File: config.mk
export PLATFORM = sky130hd
export DESIGN_NAME = computation_sequencer
export DESIGN_NICKNAME = d
export VERILOG_FILES = /design/src/rtl/comp_pkg.sv /design/src/rtl/comp_req_timer.sv /design/src/rtl/computation_sequencer.sv
export SDC_FILE = /design/constraint.sdc
export NUM_CORES = 1
export LEC_CHECK = 0
export ABC_AREA = 0
export CAP_MARGIN = 20
export CORE_AREA = 2 2 187 189
export CTS_BUF_LIST = sky130_fd_sc_hd__clkbuf_8
export DETAILED_ROUTE_END_ITERATION = 7
export DIE_AREA = 0 0 189 191
export DONT_BUFFER_PORTS = 1
export GPL_ROUTABILITY_DRIVEN = 0
export SYNTH_ARGS = -nofsm -noshare
export SYNTH_HDL_FRONTEND = slang
export SYNTH_SLANG_ARGS = --single-unit
File: constraint.sdc
create_clock -name clk -period 20.2 [get_ports clk]
set_clock_uncertainty 0.15 [all_clocks]
set_input_delay 3.03 -clock clk [delete_from_list [all_inputs] [get_ports clk]]
set_output_delay 3.03 -clock clk [all_outputs]
set_load 0.01 [all_outputs]
File: src/rtl/comp_pkg.sv
// -----------------------------------------------------------------------------
// comp_pkg
// Shared definitions for computation_sequencer and its request timer:
//   - operand packing widths (DATA_W, A_W, B_W)
//   - compute-mode encodings (MODE_SINGLE / MODE_SA3 / MODE_SA2 / MODE_ALL)
//   - sequencer state encodings (IDLE / STORE / GAP / RUN / FIN)
//   - next_tag(): order of compute requests when all three modes run
// -----------------------------------------------------------------------------
package comp_pkg;

  localparam int DATA_W = 8;
  localparam int A_W    = 16 * DATA_W;  // 4x4 operand, a11 in the low byte
  localparam int B_W    = 9 * DATA_W;   // 3x3 kernel, b11 in the low byte

  typedef enum logic [1:0] {
    MODE_SINGLE = 2'b00,
    MODE_SA3    = 2'b01,
    MODE_SA2    = 2'b10,
    MODE_ALL    = 2'b11
  } mode_e;

  typedef enum logic [2:0] {
    IDLE  = 3'd0,
    STORE = 3'd1,
    GAP   = 3'd2,
    RUN   = 3'd3,
    FIN   = 3'd4
  } state_e;

  // Request order for MODE_ALL: single -> sa3 -> sa2.
  function automatic mode_e next_tag(input mode_e tag);
    case (tag)
      MODE_SINGLE: return MODE_SA3;
      MODE_SA3:    return MODE_SA2;
      default:     return MODE_SA2;
    endcase
  endfunction

endpackage

File: src/rtl/comp_req_timer.sv
// -----------------------------------------------------------------------------
// comp_req_timer
// Loadable down-counter shared by the sequencer for the inter-request gap and
// the per-request watchdog. Counts down to zero and holds there.
// Ports:
//   clk        system clock, rising edge
//   rst        asynchronous active-high reset (count -> 0)
//   load_i     load load_val_i (takes priority over en_i)
//   load_val_i value to load
//   en_i       decrement enable
//   expired_o  count is zero
// -----------------------------------------------------------------------------
module comp_req_timer #(
  parameter int CNT_W = 16
) (
  input  logic             clk,
  input  logic             rst,
  input  logic             load_i,
  input  logic [CNT_W-1:0] load_val_i,
  input  logic             en_i,
  output logic             expired_o
);

  logic [CNT_W-1:0] cnt_q, cnt_d;

  always_comb begin
    cnt_d = cnt_q;
    if (load_i) begin
      cnt_d = load_val_i;
    end else if (en_i && (cnt_q != '0)) begin
      cnt_d = cnt_q - CNT_W'(1);
    end
  end

  always_ff @(posedge clk or posedge rst) begin
    if (rst) begin
      cnt_q <= '0;
    end else begin
      cnt_q <= cnt_d;
    end
  end

  assign expired_o = (cnt_q == '0);

endmodule

File: src/rtl/computation_sequencer.sv
// -----------------------------------------------------------------------------
// computation_sequencer
// Initiator-side controller for computation_module. On start it latches the
// A operand and B kernel, issues active_store, then one compute request (or
// single -> sa3 -> sa2 for mode 11), holding each active until its done
// returns, and reports each captured result with a one-cycle res_valid.
//
// Optional build macro COMP_SEQ_TIMEOUT_EN: adds a per-request watchdog of
// TIMEOUT_CYCLES; on expiry the request is abandoned, err is set and the
// sequence finishes without res_valid. Without it err is tied 0.
//
// Ports:
//   clk, rst                    clock / asynchronous active-high reset
//   start, mode, a_in, b_in     host request (sampled in IDLE only)
//   a_bus, b_bus                registered operands to computation_module
//   active_store/single/sa3/sa2 requests to computation_module
//   done_store/single/sa3/sa2   completions from computation_module
//   c11, c12, c21, c22          results from computation_module
//   res, res_mode, res_valid    captured result, its mode tag, valid pulse
//   busy, done, err             sequence status
// -----------------------------------------------------------------------------
module computation_sequencer
  import comp_pkg::*;
#(
  parameter int GAP_CYCLES     = 3,
  parameter int TIMEOUT_CYCLES = 64
) (
  input  logic              clk,
  input  logic              rst,
  input  logic              start,
  input  logic [1:0]        mode,
  input  logic [A_W-1:0]    a_in,
  input  logic [B_W-1:0]    b_in,
  output logic [A_W-1:0]    a_bus,
  output logic [B_W-1:0]    b_bus,
  output logic              active_store,
  output logic              active_single,
  output logic              active_sa3,
  output logic              active_sa2,
  input  logic              done_store,
  input  logic              done_single,
  input  logic              done_sa3,
  input  logic              done_sa2,
  input  logic [DATA_W-1:0] c11,
  input  logic [DATA_W-1:0] c12,
  input  logic [DATA_W-1:0] c21,
  input  logic [DATA_W-1:0] c22,
  output logic [31:0]       res,
  output logic [1:0]        res_mode,
  output logic              res_valid,
  output logic              busy,
  output logic              done,
  output logic              err
);

  localparam int          TMR_W    = 16;
  // The timer counts down to zero inclusive, so load one less than the span.
  localparam logic [TMR_W-1:0] GAP_LOAD = TMR_W'(GAP_CYCLES - 1);
  localparam logic [TMR_W-1:0] TO_LOAD  = TMR_W'(TIMEOUT_CYCLES - 1);

  state_e          state_q, state_d;
  mode_e           cur_mode_q, cur_mode_d;
  mode_e           tag_q, tag_d;
  logic [A_W-1:0]  a_bus_q, a_bus_d;
  logic [B_W-1:0]  b_bus_q, b_bus_d;
  logic            act_store_q, act_store_d;
  logic            act_single_q, act_single_d;
  logic            act_sa3_q, act_sa3_d;
  logic            act_sa2_q, act_sa2_d;
  logic [31:0]     res_q, res_d;
  logic [1:0]      res_mode_q, res_mode_d;
  logic            res_valid_q, res_valid_d;
  logic            busy_q, busy_d;
  logic            done_q, done_d;

  logic             tmr_load;
  logic [TMR_W-1:0] tmr_val;
  logic             tmr_en;
  logic             tmr_expired;
  logic             timeout_hit;
  logic             req_done;

  comp_req_timer #(
    .CNT_W (TMR_W)
  ) u_timer (
    .clk        (clk),
    .rst        (rst),
    .load_i     (tmr_load),
    .load_val_i (tmr_val),
    .en_i       (tmr_en),
    .expired_o  (tmr_expired)
  );

`ifdef COMP_SEQ_TIMEOUT_EN
  logic err_q, err_d;
  // In STORE/RUN the timer always holds the watchdog count.
  assign timeout_hit = tmr_expired;
  assign err         = err_q;
`else
  assign timeout_hit = 1'b0;
  assign err         = 1'b0;
`endif

  // Completion that matches the compute request currently in flight.
  always_comb begin
    case (tag_q)
      MODE_SINGLE: req_done = done_single;
      MODE_SA3:    req_done = done_sa3;
      default:     req_done = done_sa2;
    endcase
  end

  always_comb begin
    state_d      = state_q;
    cur_mode_d   = cur_mode_q;
    tag_d        = tag_q;
    a_bus_d      = a_bus_q;
    b_bus_d      = b_bus_q;
    act_store_d  = act_store_q;
    act_single_d = act_single_q;
    act_sa3_d    = act_sa3_q;
    act_sa2_d    = act_sa2_q;
    res_d        = res_q;
    res_mode_d   = res_mode_q;
    res_valid_d  = 1'b0;
    busy_d       = busy_q;
    done_d       = 1'b0;
    tmr_load     = 1'b0;
    tmr_val      = TO_LOAD;
    tmr_en       = 1'b0;
`ifdef COMP_SEQ_TIMEOUT_EN
    err_d        = err_q;
`endif

    case (state_q)
      IDLE: begin
        if (start) begin
          a_bus_d     = a_in;
          b_bus_d     = b_in;
          cur_mode_d  = mode_e'(mode);
          tag_d       = (mode == MODE_ALL) ? MODE_SINGLE : mode_e'(mode);
          busy_d      = 1'b1;
          act_store_d = 1'b1;
          tmr_load    = 1'b1;
          state_d     = STORE;
`ifdef COMP_SEQ_TIMEOUT_EN
          err_d       = 1'b0;
`endif
        end
      end

      STORE: begin
        tmr_en = 1'b1;
        if (done_store) begin
          act_store_d = 1'b0;
          tmr_load    = 1'b1;
          tmr_val     = GAP_LOAD;
          state_d     = GAP;
        end else if (timeout_hit) begin
          act_store_d = 1'b0;
          busy_d      = 1'b0;
          done_d      = 1'b1;
          state_d     = FIN;
`ifdef COMP_SEQ_TIMEOUT_EN
          err_d       = 1'b1;
`endif
        end
      end

      GAP: begin
        tmr_en = 1'b1;
        // Last gap cycle: raise the next request so it is visible right after.
        if (tmr_expired) begin
          act_single_d = (tag_q == MODE_SINGLE);
          act_sa3_d    = (tag_q == MODE_SA3);
          act_sa2_d    = (tag_q == MODE_SA2);
          tmr_load     = 1'b1;
          state_d      = RUN;
        end
      end

      RUN: begin
        tmr_en = 1'b1;
        if (req_done) begin
          act_single_d = 1'b0;
          act_sa3_d    = 1'b0;
          act_sa2_d    = 1'b0;
          res_d        = {c22, c21, c12, c11};
          res_mode_d   = tag_q;
          res_valid_d  = 1'b1;
          if ((cur_mode_q == MODE_ALL) && (tag_q != MODE_SA2)) begin
            tag_d    = next_tag(tag_q);
            tmr_load = 1'b1;
            tmr_val  = GAP_LOAD;
            state_d  = GAP;
          end else begin
            busy_d  = 1'b0;
            done_d  = 1'b1;
            state_d = FIN;
          end
        end else if (timeout_hit) begin
          act_single_d = 1'b0;
          act_sa3_d    = 1'b0;
          act_sa2_d    = 1'b0;
          busy_d       = 1'b0;
          done_d       = 1'b1;
          state_d      = FIN;
`ifdef COMP_SEQ_TIMEOUT_EN
          err_d        = 1'b1;
`endif
        end
      end

      FIN: begin
        state_d = IDLE;
      end

      default: begin
        state_d = IDLE;
      end
    endcase
  end

  always_ff @(posedge clk or posedge rst) begin
    if (rst) begin
      state_q      <= IDLE;
      cur_mode_q   <= MODE_SINGLE;
      tag_q        <= MODE_SINGLE;
      a_bus_q      <= '0;
      b_bus_q      <= '0;
      act_store_q  <= 1'b0;
      act_single_q <= 1'b0;
      act_sa3_q    <= 1'b0;
      act_sa2_q    <= 1'b0;
      res_q        <= '0;
      res_mode_q   <= '0;
      res_valid_q  <= 1'b0;
      busy_q       <= 1'b0;
      done_q       <= 1'b0;
    end else begin
      state_q      <= state_d;
      cur_mode_q   <= cur_mode_d;
      tag_q        <= tag_d;
      a_bus_q      <= a_bus_d;
      b_bus_q      <= b_bus_d;
      act_store_q  <= act_store_d;
      act_single_q <= act_single_d;
      act_sa3_q    <= act_sa3_d;
      act_sa2_q    <= act_sa2_d;
      res_q        <= res_d;
      res_mode_q   <= res_mode_d;
      res_valid_q  <= res_valid_d;
      busy_q       <= busy_d;
      done_q       <= done_d;
    end
  end

`ifdef COMP_SEQ_TIMEOUT_EN
  always_ff @(posedge clk or posedge rst) begin
    if (rst) begin
      err_q <= 1'b0;
    end else begin
      err_q <= err_d;
    end
  end
`endif

  assign a_bus         = a_bus_q;
  assign b_bus         = b_bus_q;
  assign active_store  = act_store_q;
  assign active_single = act_single_q;
  assign active_sa3    = act_sa3_q;
  assign active_sa2    = act_sa2_q;
  assign res           = res_q;
  assign res_mode      = res_mode_q;
  assign res_valid     = res_valid_q;
  assign busy          = busy_q;
  assign done          = done_q;

endmodule

==> run summary <==
After detailed placement, the total cell area comes to 0.0107 mm2. In this run, synthesis inferred 0 flip-flops with an integrated enable. For the count of pins over their slew limit, the log shows 0. Yosys printed 0 warnings. The critical path's largest stage delay came out at 670 ps.

Summing the areas of all and, or, nand and nor instances in the mapped netlist gives 7.62% of the synthesized area. Setup total negative slack on the finished layout was measured at 0 ps. Sequential elements use 64.3% of the synthesized area. The main combinational cell family by area after synthesis is multiplexers.

In this run, CTS created clock tree buffers numbering 44. Entering global routing, the biggest net connects 114 pins. The critical path in this run is classified as in2reg. Worst reg2reg path startpoint: state_q[0]$_DFFE_PP0P_. STA puts the critical path data arrival time at 5050 ps.

The leading area contributor after synthesis is dfrtp_1. The detail route stage leaves a number of antenna-violating nets equal to 0. The tools report the capture endpoint of the worst hold path as cur_mode_q[1]$_DFFE_PP0P_. For the synthesized net count, the log shows 968. Clock tree synthesis found a total of 264 sinks.

STA puts the critical path data required time at 20,480 ps. The logs give 68 for the site row count and 5.08 nW for the cell leakage power. The logs give 33.9% for the final cell utilization of the core and 18,100 um for the detailed-placement wirelength estimate. Synthesis inferred 264 register bits. The post-route minimum period was 4770 ps. The placement-stage worst setup slack is 14,870 ps.

The cell with the largest stage delay on the worst path is buf_4. The transition time at the pin with the least slew margin was 945 ps; the final instance area was 0.0116 mm2. The capturing element type of the critical path is a flop.

Number of buffers inserted by port buffering: 0. The internal reg-to-reg setup slack was 17,160 ps. Clock-pin slew was measured on the worst setup and hold paths at 60 ps.

The final routed wire length divided by cell count is 20.3 um. The final cycle utilization of the critical path is 23.6%, and the synthesized-area fraction occupied by ao, oa, aoi and oai cells is 1.81%. The capture instance of the worst register-to-register path is a_bus[5]$_DFFE_PP0P_. The worst hold path begins at cur_mode_q[1]$_DFFE_PP0P_. Xor/xnor share of the synthesized area: 1.19%. The synthesis-to-finish area growth was 12.6%; the maximum fanout along the worst path was 61.

The mean instance size in the synthesized netlist was 14.2 um2. The tools report the number of primary I/O pins as 483. Excluding fillers, the count of instances in the completed layout stands at 1,231.

For the area taken by multi-input logic gates, the log shows 0.00346 mm2. Once the clock tree was built, the setup fixing pass inserted 0 buffers. The worst hold path belongs to the class reg2reg. The tools report the remaining global-route overflow as 0. In the layout the commonest cells are 264 x dfrtp_1, 208 x mux2_2, 101 x nand2_1.

In the synthesized netlist, the number of instances is 725. The first TritonRoute pass finished after 4 iterations. The total routing usage reported by global routing is 13.1%. Counting both buffers and inverters, the worst setup path holds a total of 2. The tools report the total length of routed wires as 25,000 um. By area the synthesized netlist is led by dfrtp_1 64%, mux2_2 23%, nand2_1 3.7%. The cell count after placement was 1,150. TritonCTS built the clock tree. STA classifies the critical path startpoint as an input port.

Counting along the longest clock path gives a buffer depth of 3. The number of buffers added to fix hold violations after cts was 0. Traced cell by cell, the critical path runs through nor4b_4, buf_4, buf_4, mux2_2. Leading cell type in the layout, fill and taps excluded: dfrtp_1.

The area occupied by registers is 0.00661 mm2, and the remaining max-slew budget at the tightest pin is 37.0%. The logs give 0.210 GHz for the achievable clock frequency and 360 ps for the final hold slack. In the routed layout, each cell is associated on average with a via count of 4.64.

The share of synthesized flip-flops with an asynchronous set or reset works out to 100%. For the number of gates given a new drive strength after cts, the log shows 0. For this run, the leading register cell type out of synthesis is dfrtp_1. For the maximum vdd drop, the log shows 83.2 uV. The most prevalent standard cell on the critical path was buf_4.

Detailed routing inserted a total of 5,707 vias. Worst hold path cell count: 1. Summing the areas of all fa, ha and maj instances in the mapped netlist gives 0.244% of the synthesized area. Summing internal, switching and leakage power gives 2.04 mW. On the critical path the largest part of the delay comes from buffers and inverters. For the net count of the finished layout, the log shows 985. Setup violations remaining at the end of the flow were counted as 0.

The final-report hold violation count is 0. In this run the vertical extent of the chip is 191 um. The run gives 6,196 as the number of global-route vias before repair.

The clock reaches the later pin of the worst-skew pair after 550 ps. In this run the standard cell core region covers 0.0341 mm2. The flow ran to the end, and the final reports show no timing, DRC or antenna violations. The first global-routing pass estimated 36,800 um of wire. The die is 189 um wide. The launching element of the worst setup path was start. The deepest level of the CTS H-tree was 2; the power density relative to cell area was 176 mW/mm2. After detailed routing, the number of remaining DRC violations is 0. The portion of netlist area occupied by mux cells was 22.8%; the filler cell count in the final layout was 3,342. For this block, the initial DRC count from the detailed router was 198. The tool flagged a number of max-cap violations equal to 0.

The number of different library cells used by synthesis comes to 47. The logs give 15,430 ps for the worst setup slack after layout and 30.1% for the initial cell density of the core. The fraction of layout instances using a drive strength above 1 was 36.3%.

In this run the biggest area consumer among cell types represents 64.3% of the synthesized area. The total die area came out at 0.0361 mm2. The tree is rooted in a clkbuf_8. Setup repair after global routing left no endpoint under its margin. For the number of antenna violations at the first check in global routing, the log shows 3. Summing every instance area after synthesis gives 0.0103 mm2.

The length in cells of the worst reg-to-reg path came out at 4.
worst max path at each step:
stage / end / cells past startpoint
finish: a_bus[5]$_DFFE_PP0P_ / 4
global route: a_bus[5]$_DFFE_PP0P_ / 4
CTS: a_bus[5]$_DFFE_PP0P_ / 4
detailed placement: a_bus[5]$_DFFE_PP0P_ / 4
global placement: b_bus[68]$_DFFE_PP0P_ / 4
floorplan: a_bus[0]$_DFFE_PP0P_ / 1
synth_stat cells (all sizes together) (2+ instances only):
cell,n
nor2b,2
dfrtp,264
o21ai,7
nor3b,2
nand4,5
nand2b,4
ha,2
o211ai,2
buf,29
mux2,208
xnor2,10
nand2,101
nor4,8
o211a,2
inv,5
nor2,27
nand3,4
nor3,6
a21oi,3
or4,2
clkbuf,8
xor2,4
report_power, final:
part | switching [mW] | total [mW] | leakage (nW) | internal, mW
clock network | 0.209 | 0.440 | 0.502 | 0.231
logic | 0.198 | 0.467 | 1.41 | 0.270
registers | 0.340 | 1.13 | 3.16 | 0.789
metal layers:
| layer | share of wire [%] | global-route usage (%) |
|---|---|---|
| met5 | 0.048 | 0 |
| met3 | 10 | 4.63 |
| met4 | 2.1 | 5.02 |
| met2 | 50 | 22.1 |
| met1 | 37 | 15.4 |
layout make-up:
type	count	share of cell area (%)
Antenna cell	1	0.0216
Clock buffer	48	5.71
Clock inverter	31	1.35
Inverter	5	0.227
Multi-Input combinational cell	419	29.9
Sequential cell	264	57.1
Tap cell	455	4.92
Timing Repair Buffer	8	0.692
state kept, by name (all words and copies together) (netlist names), 2 cells and up:
signal,cells
cur_mode_q,2
u_timer.cnt_q,16
res_mode,2
res,32
state_q,3
a_bus,128
b_bus,72
tag_q,2
kinds of logic (layout without fill, tap and decap cells):
| logic type | after synthesis | count (layout) |
|---|---|---|
| other | 1 | 2 |
| adder cells (fa/ha/maj) | 2 | 2 |
| buffers and inverters | 42 | 92 |
| AND/OR/NAND/NOR | 169 | 169 |
| multiplexers | 208 | 208 |
| AO/OA/AOI/OAI | 25 | 25 |
| flip-flops | 264 | 264 |
| XOR/XNOR | 14 | 14 |
(Power assumes the default switching activity.)
